### src/rtl/pc_gen_pkg.sv
// Shared definitions for the PC generator: FSM states and control constants.
package pc_gen_pkg;

    typedef enum logic [1:0] {
        IDLE     = 2'b00,
        FETCH    = 2'b01,
        STALL    = 2'b10,
        REDIRECT = 2'b11
    } pc_state_t;

    localparam logic CHIP_ENABLE  = 1'b1;
    localparam logic CHIP_DISABLE = 1'b0;
    localparam logic STOP         = 1'b1;
    localparam logic NO_STOP      = 1'b0;
    localparam logic BRANCH       = 1'b1;
    localparam logic NOT_BRANCH   = 1'b0;

endpackage

### src/rtl/pc_redirect_buf.sv
// Holds one pending branch target until the next PC update consumes it.
module pc_redirect_buf #(
    parameter int unsigned ADDR_W = 32
) (
    input  logic              clk,
    input  logic              rst,
    input  logic              load,
    input  logic [ADDR_W-1:0] load_target,
    input  logic              consume,
    input  logic              clear,
    output logic              valid,
    output logic [ADDR_W-1:0] target
);

    always_ff @(posedge clk) begin
        if (rst || clear) begin
            valid  <= 1'b0;
            target <= '0;
        end else if (load) begin
            valid  <= 1'b1;
            target <= load_target;
        end else if (consume) begin
            valid  <= 1'b0;
        end
    end

endmodule

### src/rtl/pc_gen.sv
// Fetch PC generator: sequential advance, branch capture during waits/stalls,
// and flush redirect with one-cycle bubble.
module pc_gen
    import pc_gen_pkg::*;
#(
    parameter int unsigned       ADDR_W   = 32,
    parameter int unsigned       STEP     = 4,
    parameter logic [ADDR_W-1:0] RESET_PC = '0,
    parameter int unsigned       STALL_W  = 6
) (
    input  logic               clk,
    input  logic               rst,
    input  logic [STALL_W-1:0] stall,
    input  logic               flush,
    input  logic [ADDR_W-1:0]  new_pc,
    input  logic               branch_flag_i,
    input  logic [ADDR_W-1:0]  branch_target_address_i,
    input  logic               fetch_ack,
    output logic [ADDR_W-1:0]  pc,
    output logic               ce,
    output logic               fetch_req,
    output logic               pc_valid
);

    pc_state_t         state;
    logic [ADDR_W-1:0] next_pc;
    logic              pend_valid;
    logic [ADDR_W-1:0] pend_target;
    logic              completion;
    logic              update;
    logic              active;
    logic              buf_load;
    logic              buf_clear;
    logic              unused_stall;

    // Only stall[0] has meaning; upper bits are accepted for interface compatibility.
    assign unused_stall = ^stall;

    always_comb begin
        active     = (state != IDLE);
        completion = (state == FETCH) && fetch_req && fetch_ack;
        update     = !flush &&
                     (((state == FETCH) && completion && (stall[0] == NO_STOP)) ||
                      ((state == STALL) && (stall[0] == NO_STOP)));
        buf_clear  = active && flush;
        buf_load   = active && !flush && !update && (branch_flag_i != NOT_BRANCH);

        if (branch_flag_i == BRANCH) begin
            next_pc = branch_target_address_i;
        end else if (pend_valid) begin
            next_pc = pend_target;
        end else begin
            next_pc = pc + ADDR_W'(STEP);
        end
    end

    pc_redirect_buf #(
        .ADDR_W(ADDR_W)
    ) u_redirect_buf (
        .clk        (clk),
        .rst        (rst),
        .load       (buf_load),
        .load_target(branch_target_address_i),
        .consume    (update),
        .clear      (buf_clear),
        .valid      (pend_valid),
        .target     (pend_target)
    );

    always_ff @(posedge clk) begin
        if (rst) begin
            state     <= IDLE;
            pc        <= RESET_PC;
            ce        <= CHIP_DISABLE;
            fetch_req <= 1'b0;
            pc_valid  <= 1'b0;
        end else begin
            pc_valid <= 1'b0;
            if (state == IDLE) begin
                state     <= FETCH;
                pc        <= RESET_PC;
                ce        <= CHIP_ENABLE;
                fetch_req <= 1'b1;
            end else if (flush) begin
                // Flush outranks ack, stall and branch; the completed fetch is dropped.
                state     <= REDIRECT;
                pc        <= new_pc;
                ce        <= CHIP_ENABLE;
                fetch_req <= 1'b0;
            end else begin
                ce <= CHIP_ENABLE;
                case (state)
                    FETCH: begin
                        if (completion) begin
                            pc_valid <= 1'b1;
                            if (stall[0] == STOP) begin
                                state     <= STALL;
                                fetch_req <= 1'b0;
                            end else begin
                                pc <= next_pc;
                            end
                        end
                    end
                    STALL: begin
                        if (stall[0] == NO_STOP) begin
                            state     <= FETCH;
                            pc        <= next_pc;
                            fetch_req <= 1'b1;
                        end
                    end
                    REDIRECT: begin
                        if (stall[0] == STOP) begin
                            state     <= STALL;
                            fetch_req <= 1'b0;
                        end else begin
                            state     <= FETCH;
                            fetch_req <= 1'b1;
                        end
                    end
                    default: begin
                        state     <= IDLE;
                        fetch_req <= 1'b0;
                    end
                endcase
            end
        end
    end

endmodule
### config.mk
export PLATFORM = sky130hd
export DESIGN_NAME = pc_gen
export DESIGN_NICKNAME = d
export VERILOG_FILES = /design/src/rtl/pc_gen_pkg.sv /design/src/rtl/pc_redirect_buf.sv /design/src/rtl/pc_gen.sv
export SDC_FILE = /design/constraint.sdc
export NUM_CORES = 1
export LEC_CHECK = 0
export ABC_AREA = 1
export CORE_MARGIN = 5
export CORE_UTILIZATION = 50
export CTS_CLUSTER_SIZE = 20
export DETAILED_ROUTE_END_ITERATION = 7
export GPL_TIMING_DRIVEN = 0
export PLACE_DENSITY_LB_ADDON = 0.15
export SYNTH_ARGS = -nofsm -noshare
export SYNTH_HDL_FRONTEND = slang
export SYNTH_SLANG_ARGS = --single-unit
### constraint.sdc
create_clock -name clk -period 1.8 [get_ports clk]
set_clock_uncertainty 0.15 [all_clocks]
set_input_delay 0.27 -clock clk [delete_from_list [all_inputs] [get_ports clk]]
set_output_delay 0.27 -clock clk [all_outputs]
set_load 0.05 [all_outputs]
==> impl_results.md, run 1 <==
- Post-DRT Antenna Nets: 0
- Non-filler cells, final: 950
- Startpoint Class: register
- Comb pwr share: 26.8%
- Sink Count: 70
- Synth top area share: 31.90%
- Final setup TNS: -0.06816 ns
- Total CTS buffers: 9
- Nets: 913
- Post-Syn Nets: 793
- Critical-path cell with the highest stage delay: buf_1
- CTS Buffer Depth: 2
- Row Count: 34
- Die height: 103.7 um
- Min Clock Period, post-route: 1.860 ns
- Full die area: 10,760 um2
- Total power draw: 4.470 mW
- Starting DRC count in detailed routing: 446
- Final setup vio count: 2
- Design Area, Final: 6031 um2
- Crit share post-route: 103.4%
- Core Box Area: 8636 um2
- Pwr/cell area: 741.2 nW/um2
- Yosys top cell by area: dfxtp_1
- Layout overhead on the synthesized area: 37.28%
- Max incr delay on CP: 0.55 ns
- Post-Place Cells: 929
- Crit-path max FO: 10
- CP Class: register to register
- Syn. warnings: 0
- Worst-path clk slew: 0.09 ns
- Port-buffer cells: 104
- CTS H-tree depth: 3
- Inserted Diodes: 0
- Routability cong.: 0.9366
- Register area share after synthesis: 31.90%
- Multi-input gate area: 2709 um2
- Drt wl/cell: 17.22 um
- Mapped Cells: 717
- Pre-CTS WS: -0.6324 ns
- R2R depth: 7
- CTS tree: built
- Total of max-cap violations: 0
- WP data required: 1.89 ns
- Crit path top cell by count: nand2_1
- Slew headroom: 54.35%
- Status: finished, violations left
- Vias in the first global route: 5,188
- Cell area after placement: 5589 um2
- Library cells used by synthesis: 35
- Failing checks: negative setup slack
- Filler cell count: 773
- Internal reg-to-reg setup slack: -0.06 ns
- Maximum vdd drop: 0.4480 mV
- Critical path endpoint category: register
- Sequential Power Share: 39.1%
- Power share of the clock group: 34.1%
- Clk Latency, worst-skew pair: 0.36 ns
- Fin util: 69.83%
- GRT Total Usage: 28.61%
- Final hold violation count: 0
- First-pass GRT wire length: 25,390 um
- Register Area: 1465 um2
- Fraction of layout cells with a size suffix above 1: 15.80%
- P_sw: 1.536 mW
- Routed via count: 5,401
- Hold buffer count at CTS: 0
- Unrepaired setup endpoints after global routing: yes
- Fmax: 537.5 MHz
- # DRC: 0
- Hold path cells: 2
- Final slew viol count: 0
- Clock tree root driver cell: clkbuf_8
- WL final: 16,360 um
- Initial antenna violation count: 0
- Hold Path Class: register to register
- I/O pin total: 110
- Die width: 103.7 um
- WHS: 0.3210 ns
- CP Cell Sequence: buf_2, buf_1, a21oi_1, nand2_1, nand2_1, nand2_1, a21oi_1
- Slack of the critical path: -0.06039 ns
- Synth area leaders: dfxtp_1 (32%), nand2_1 (17%), a21oi_1 (10%)
- Pint: 2.933 mW
- Initial Util: 50.87%
- Vias per cell: 5.685
- GR Overflow Total: 0
- Synthesized area: 4393 um2
- Pleak: 2.480 nW
- Syn Area/Cell: 6.127 um2
- DP HPWL: 11,930 um
- Sw Share: 34.37%
- WP data arrival: 1.95 ns
- #FFs+latches synth: 70
- Largest net degree at the start of global routing: 13
- Slew at the pin with the worst max-slew slack: 0.6848 ns
- DRT Pass-1 Iters: 5
## critical path, delay by kind of cell (launching register included)
kind                   cells  cell delay, ns
AND/OR/NAND/NOR            3            0.27
flip-flops                 1            0.32
buffers and inverters      2            0.73
AO/OA/AOI/OAI              2            0.27
## cells in the final DEF, fill, tap and decap left out, drive strengths merged, types with 3 or more instances in the layout
cell / n
a211oi: 24
a21o: 6
a21oi: 91
a41oi: 3
and2: 3
buf: 23
clkbuf: 30
clkdlybuf4s15: 4
clkdlybuf4s50: 68
clkinv: 3
dfxtp: 70
dlygate4sd2: 30
inv: 63
nand2: 206
nand3: 41
nor2: 123
o21ai: 31
o22ai: 3
xnor2: 6
## power by group through the flow
stage / clock, mW / sequential [mW] / combinational (mW)
floorplan: 0 / 1.93 / 0.530
global placement: 0 / 1.77 / 1.14
detailed placement: 0 / 1.78 / 1.16
CTS: 1.52 / 1.74 / 1.15
global route: 1.60 / 1.76 / 1.28
finish: 1.52 / 1.75 / 1.20
## timing repair
item	in CTS	in global routing
setup buffers	2	2
pin swaps	1	9
gates resized for setup	56	83
endpoints found under the hold margin	0	0
setup endpoints to repair	90	76
cloned	0	1
## final cells by class
cell class	count	share of cell area, %
sequential	70	24.29
clock inverter	5	1.349
clock buffer	11	2.510
inverter	64	3.983
buffer	36	3.506
tap	108	2.241
timing repair buffer	109	17.20
multi-input combinational	547	44.92
## registers in the layout, indices dropped and copies added, names as in the netlist
name                   count
ce                         1
fetch_req                  1
pc                        32
pc_valid                   1
state                      2
u_redirect_buf.target     32
u_redirect_buf.valid       1
## cells by family after synthesis
logic type	after synthesis	share of synthesized area (%)
and+or+nand+nor	377	36.23
xor gates and xnor gates	7	1.396
adders and majority gates	1	0.2848
buffers and inverters	100	9.314
AOI/OAI and AO/OA	162	20.88
DFF	70	31.90
## Yosys cell counts
master	instances
o221ai_1	2
buf_2	12
buf_6	2
o21ai_0	29
nor2_4	5
nand3_1	39
nor2_8	1
a211oi_1	24
nand2_4	2
nand3_2	2
nand2_2	5
a21o_1	6
clkinv_1	1
inv_1	57
buf_4	1
dfxtp_1	70
o22ai_1	3
or2_0	2
nand3b_2	1
nand2_1	199
nor2_2	5
a41oi_1	3
inv_2	6
nor3_1	1
clkbuf_1	18
ha_1	1
a21oi_1	90
a21oi_2	1
xor2_1	1
and2_1	3
nor2_1	112
buf_1	3
xnor2_1	6
o211ai_1	2
o21ai_1	2
## final timing paths
| path | start | end |
|---|---|---|
| setup reg to reg | u_redirect_buf.valid$_SDFFE_PP0P_ | pc[29]$_SDFFE_PP0P_ |
| setup / recovery | u_redirect_buf.valid$_SDFFE_PP0P_ | pc[29]$_SDFFE_PP0P_ |
| hold / removal | u_redirect_buf.target[31]$_SDFFE_PP0P_ | u_redirect_buf.target[31]$_SDFFE_PP0P_ |
| hold reg to reg | u_redirect_buf.target[31]$_SDFFE_PP0P_ | u_redirect_buf.target[31]$_SDFFE_PP0P_ |
## routing by layer
| metal | vias up | global-route usage [%] | part of all wire (%) |
|---|---|---|---|
| li1 | 2577 | - | - |
| met2 | 320 | 48.45 | 48 |
| met5 | - | 0 | 0 |
| met3 | 58 | 6.095 | 9.2 |
| met1 | 2446 | 35.13 | 39 |
| met4 | 0 | 11.56 | 3.7 |
Power figures use the tool's default switching activity.
==> run 2, diff against run 1 <==
CORE_MARGIN = 2   (was 5)
==> impl_results.md, run 2 (synthesized netlist as in run 1, its figures left out) <==
- Initial antenna violation count: 0 (unchanged)
- Worst path depth: 9 (+2)
- Hold buffer count at CTS: 0 (unchanged)
- Inserted Diodes: 0 (unchanged)
- Critical path endpoint category: register
- Most common cell after layout, fill and taps aside: nand2_1
- DRT Pass-1 Iters: 5 (unchanged)
- Layout overhead on the synthesized area: 37.65%
- WP data arrival: 1.91 ns (-0.04 ns)
- Startpoint Class: register
- Biggest regs: pc (32), u_redirect_buf.target (32), state (2)
- Crit path top cell by count: nand2_1
- Clk Latency, worst-skew pair: 0.35 ns (about the same)
- Max incr delay on CP: 0.40 ns (-0.15 ns)
- Core Box Area: 8636 um2 (unchanged)
- Worst Setup EP: pc[11]$_SDFFE_PP0P_
- Total of max-cap violations: 0 (unchanged)
- DP HPWL: 11,880 um (-0.37%)
- Full die area: 9552 um2 (-11%)
- Total CTS buffers: 9 (unchanged)
- Drt wl/cell: 17.01 um (-1.2%)
- Final hold violation count: 0 (unchanged)
- Reg-to-reg startpoint: pc[4]$_SDFFE_PP0P_
- Bufs and invs on worst path: 0 (-2)
- Min Clock Period, post-route: 1.790 ns (-0.07063 ns)
- Pleak: 2.464 nW (-0.65%)
- Crit. Startpoint: pc[4]$_SDFFE_PP0P_
- R2R depth: 9 (+2)
- Routed via count: 5,330 (-1.3%)
- Die width: 97.74 um (-5.8%)
- Clock tree root driver cell: clkbuf_8
- Final setup TNS: 0 ns (+0.06816 ns)
- R2r endpoint: pc[11]$_SDFFE_PP0P_
- Vias in the first global route: 5,136 (-1.0%)
- Vias per cell: 5.611 (-1.3%)
- First-pass GRT wire length: 25,280 um (-0.41%)
- Crit-path max FO: 6 (-4)
- CTS H-tree depth: 3 (unchanged)
- Status: completed
- WHS: 0.3206 ns (-0.0003810 ns)
- Slack of the critical path: 0.01024 ns (+0.07063 ns)
- I/O pin total: 110 (unchanged)
- Critical-path cell with the highest stage delay: dfxtp_2
- Port-buffer cells: 104 (unchanged)
- Initial Util: 50.87% (unchanged)
- CTS tree: built
- Largest net degree at the start of global routing: 13 (unchanged)
- CP Cell Sequence: nand2_1, nor2_4, nand3_1, or2_0, nand3_1, nand2_1, nand2_1, nand2_1, a21oi_1
- CP Class: register to register
- Unrepaired setup endpoints after global routing: yes
- Maximum vdd drop: 0.4455 mV (-0.55%)
- Final slew viol count: 0 (unchanged)
- Slew at the pin with the worst max-slew slack: 0.4965 ns (-0.1884 ns)
- GRT Total Usage: 32.97% (+4.4 points)
- GR Overflow Total: 0 (unchanged)
- Internal reg-to-reg setup slack: 0.01 ns (+0.07 ns)
- Die height: 97.74 um (-5.8%)
- Pwr/cell area: 737.2 nW/um2 (-0.53%)
- Worst-path clk slew: 0.08 ns (about the same)
- Starting DRC count in detailed routing: 415 (-7.0%)
- Slew headroom: 67.03% (+13 points)
- CP top delay family: simple AND/OR/NAND/NOR gates
- Pre-CTS WS: -0.6300 ns (+0.002392 ns)
- Routability cong.: 0.9181 (-2.0%)
- Final setup vio count: 0 (-2)
- Most frequent cells in the layout: nand2_1 (196), nor2_1 (101), a21oi_1 (90)
- Fmax: 558.7 MHz (+3.9%)
- # DRC: 0 (unchanged)
- CTS Buffer Depth: 2 (unchanged)
- Nets: 913 (unchanged)
- Hold Path Class: register to register
- Sink Count: 70 (unchanged)
- WL final: 16,160 um (-1.2%)
- Crit share post-route: 99.43% (-3.9 points)
- Fraction of layout cells with a size suffix above 1: 15.32% (-0.48 points)
- Post-DRT Antenna Nets: 0 (unchanged)
- Fin util: 70.02% (+0.19 points)
- WP data required: 1.92 ns (+0.03 ns)
- Row Count: 34 (unchanged)
[run 2: changes by cell type in the layout (fill, tap and decap cells not counted), sizes merged]
cell,previous run,this run
buf,23,26
bufinv,2,1
clkbuf,30,28
clkdlybuf4s15,4,9
clkinv,3,1
clkinvlp,1,2
dlygate4sd2,30,26
[run 2: layer usage]
layer	wire, um	share of wire (%)	track usage (%)
met3	1207	7.5	4.080
met1	6831	42	43.27
met5	0	0	0
met4	442	2.7	11.86
met2	7681	48	56.07
[run 2: area by class of cell]
class / count / area (um2)
plain buffers: 36 / 224.0
repair buffers: 109 / 1049
well taps: 108 / 135.1
clock inverters: 3 / 46.29
flip-flops and latches: 70 / 1463
inverters: 64 / 246.5
clock buffers: 13 / 191.4
multi-input cells: 547 / 2693
fillers: 758 / 2589
[run 2: where the power goes]
part / leakage [nW] / switching (mW) / internal [mW] / total (mW)
combinational: 1.76 / 0.765 / 0.444 / 1.21
clock: 0.116 / 0.649 / 0.851 / 1.50
sequential: 0.586 / 0.104 / 1.65 / 1.75
[run 2: worst min-delay path by stage]
stage / to / start / depth (start not counted) / slack [ns]
detailed placement: u_redirect_buf.target[17]$_SDFFE_PP0P_ / u_redirect_buf.target[17]$_SDFFE_PP0P_ / 2 / 0.31
finish: u_redirect_buf.target[22]$_SDFFE_PP0P_ / u_redirect_buf.target[22]$_SDFFE_PP0P_ / 2 / 0.32
global placement: u_redirect_buf.target[29]$_SDFFE_PP0P_ / u_redirect_buf.target[29]$_SDFFE_PP0P_ / 2 / 0.30
floorplan: fetch_req$_SDFFE_PP0P_ / rst / 1 / 0.19
global route: u_redirect_buf.target[12]$_SDFFE_PP0P_ / u_redirect_buf.target[12]$_SDFFE_PP0P_ / 2 / 0.34
CTS: u_redirect_buf.target[18]$_SDFFE_PP0P_ / u_redirect_buf.target[18]$_SDFFE_PP0P_ / 2 / 0.32
[run 2: tightest hold or removal path, stage by stage (launching register included)]
cell	delay [ns]
dfxtp_1	0.30
inv_1	0.06
a211oi_1	0.06
[run 2: through the flow]
step	total power [mW]	std cells	area, um2
after floorplan	2.456	717	4413
after global placement	2.916	929	5589
after detailed placement	2.943	929	5589
after CTS	4.407	945	5857
after global routing	4.611	950	6047
final	4.458	950	6047
[run 2: timing repair]
| action | CTS | global route |
|---|---|---|
| resized for setup | 65 | 79 |
| pin swaps | 3 | 4 |
| endpoints found under the setup margin | 93 | 74 |
| buffers inserted | 0 | 5 |
| hold endpoints to repair | 0 | 0 |
==> run 3, diff against run 2 <==
CAP_MARGIN = 20   (was default)
==> results of run 3 <==
The final DEF is identical to that of run 2; final timing and power are the same.
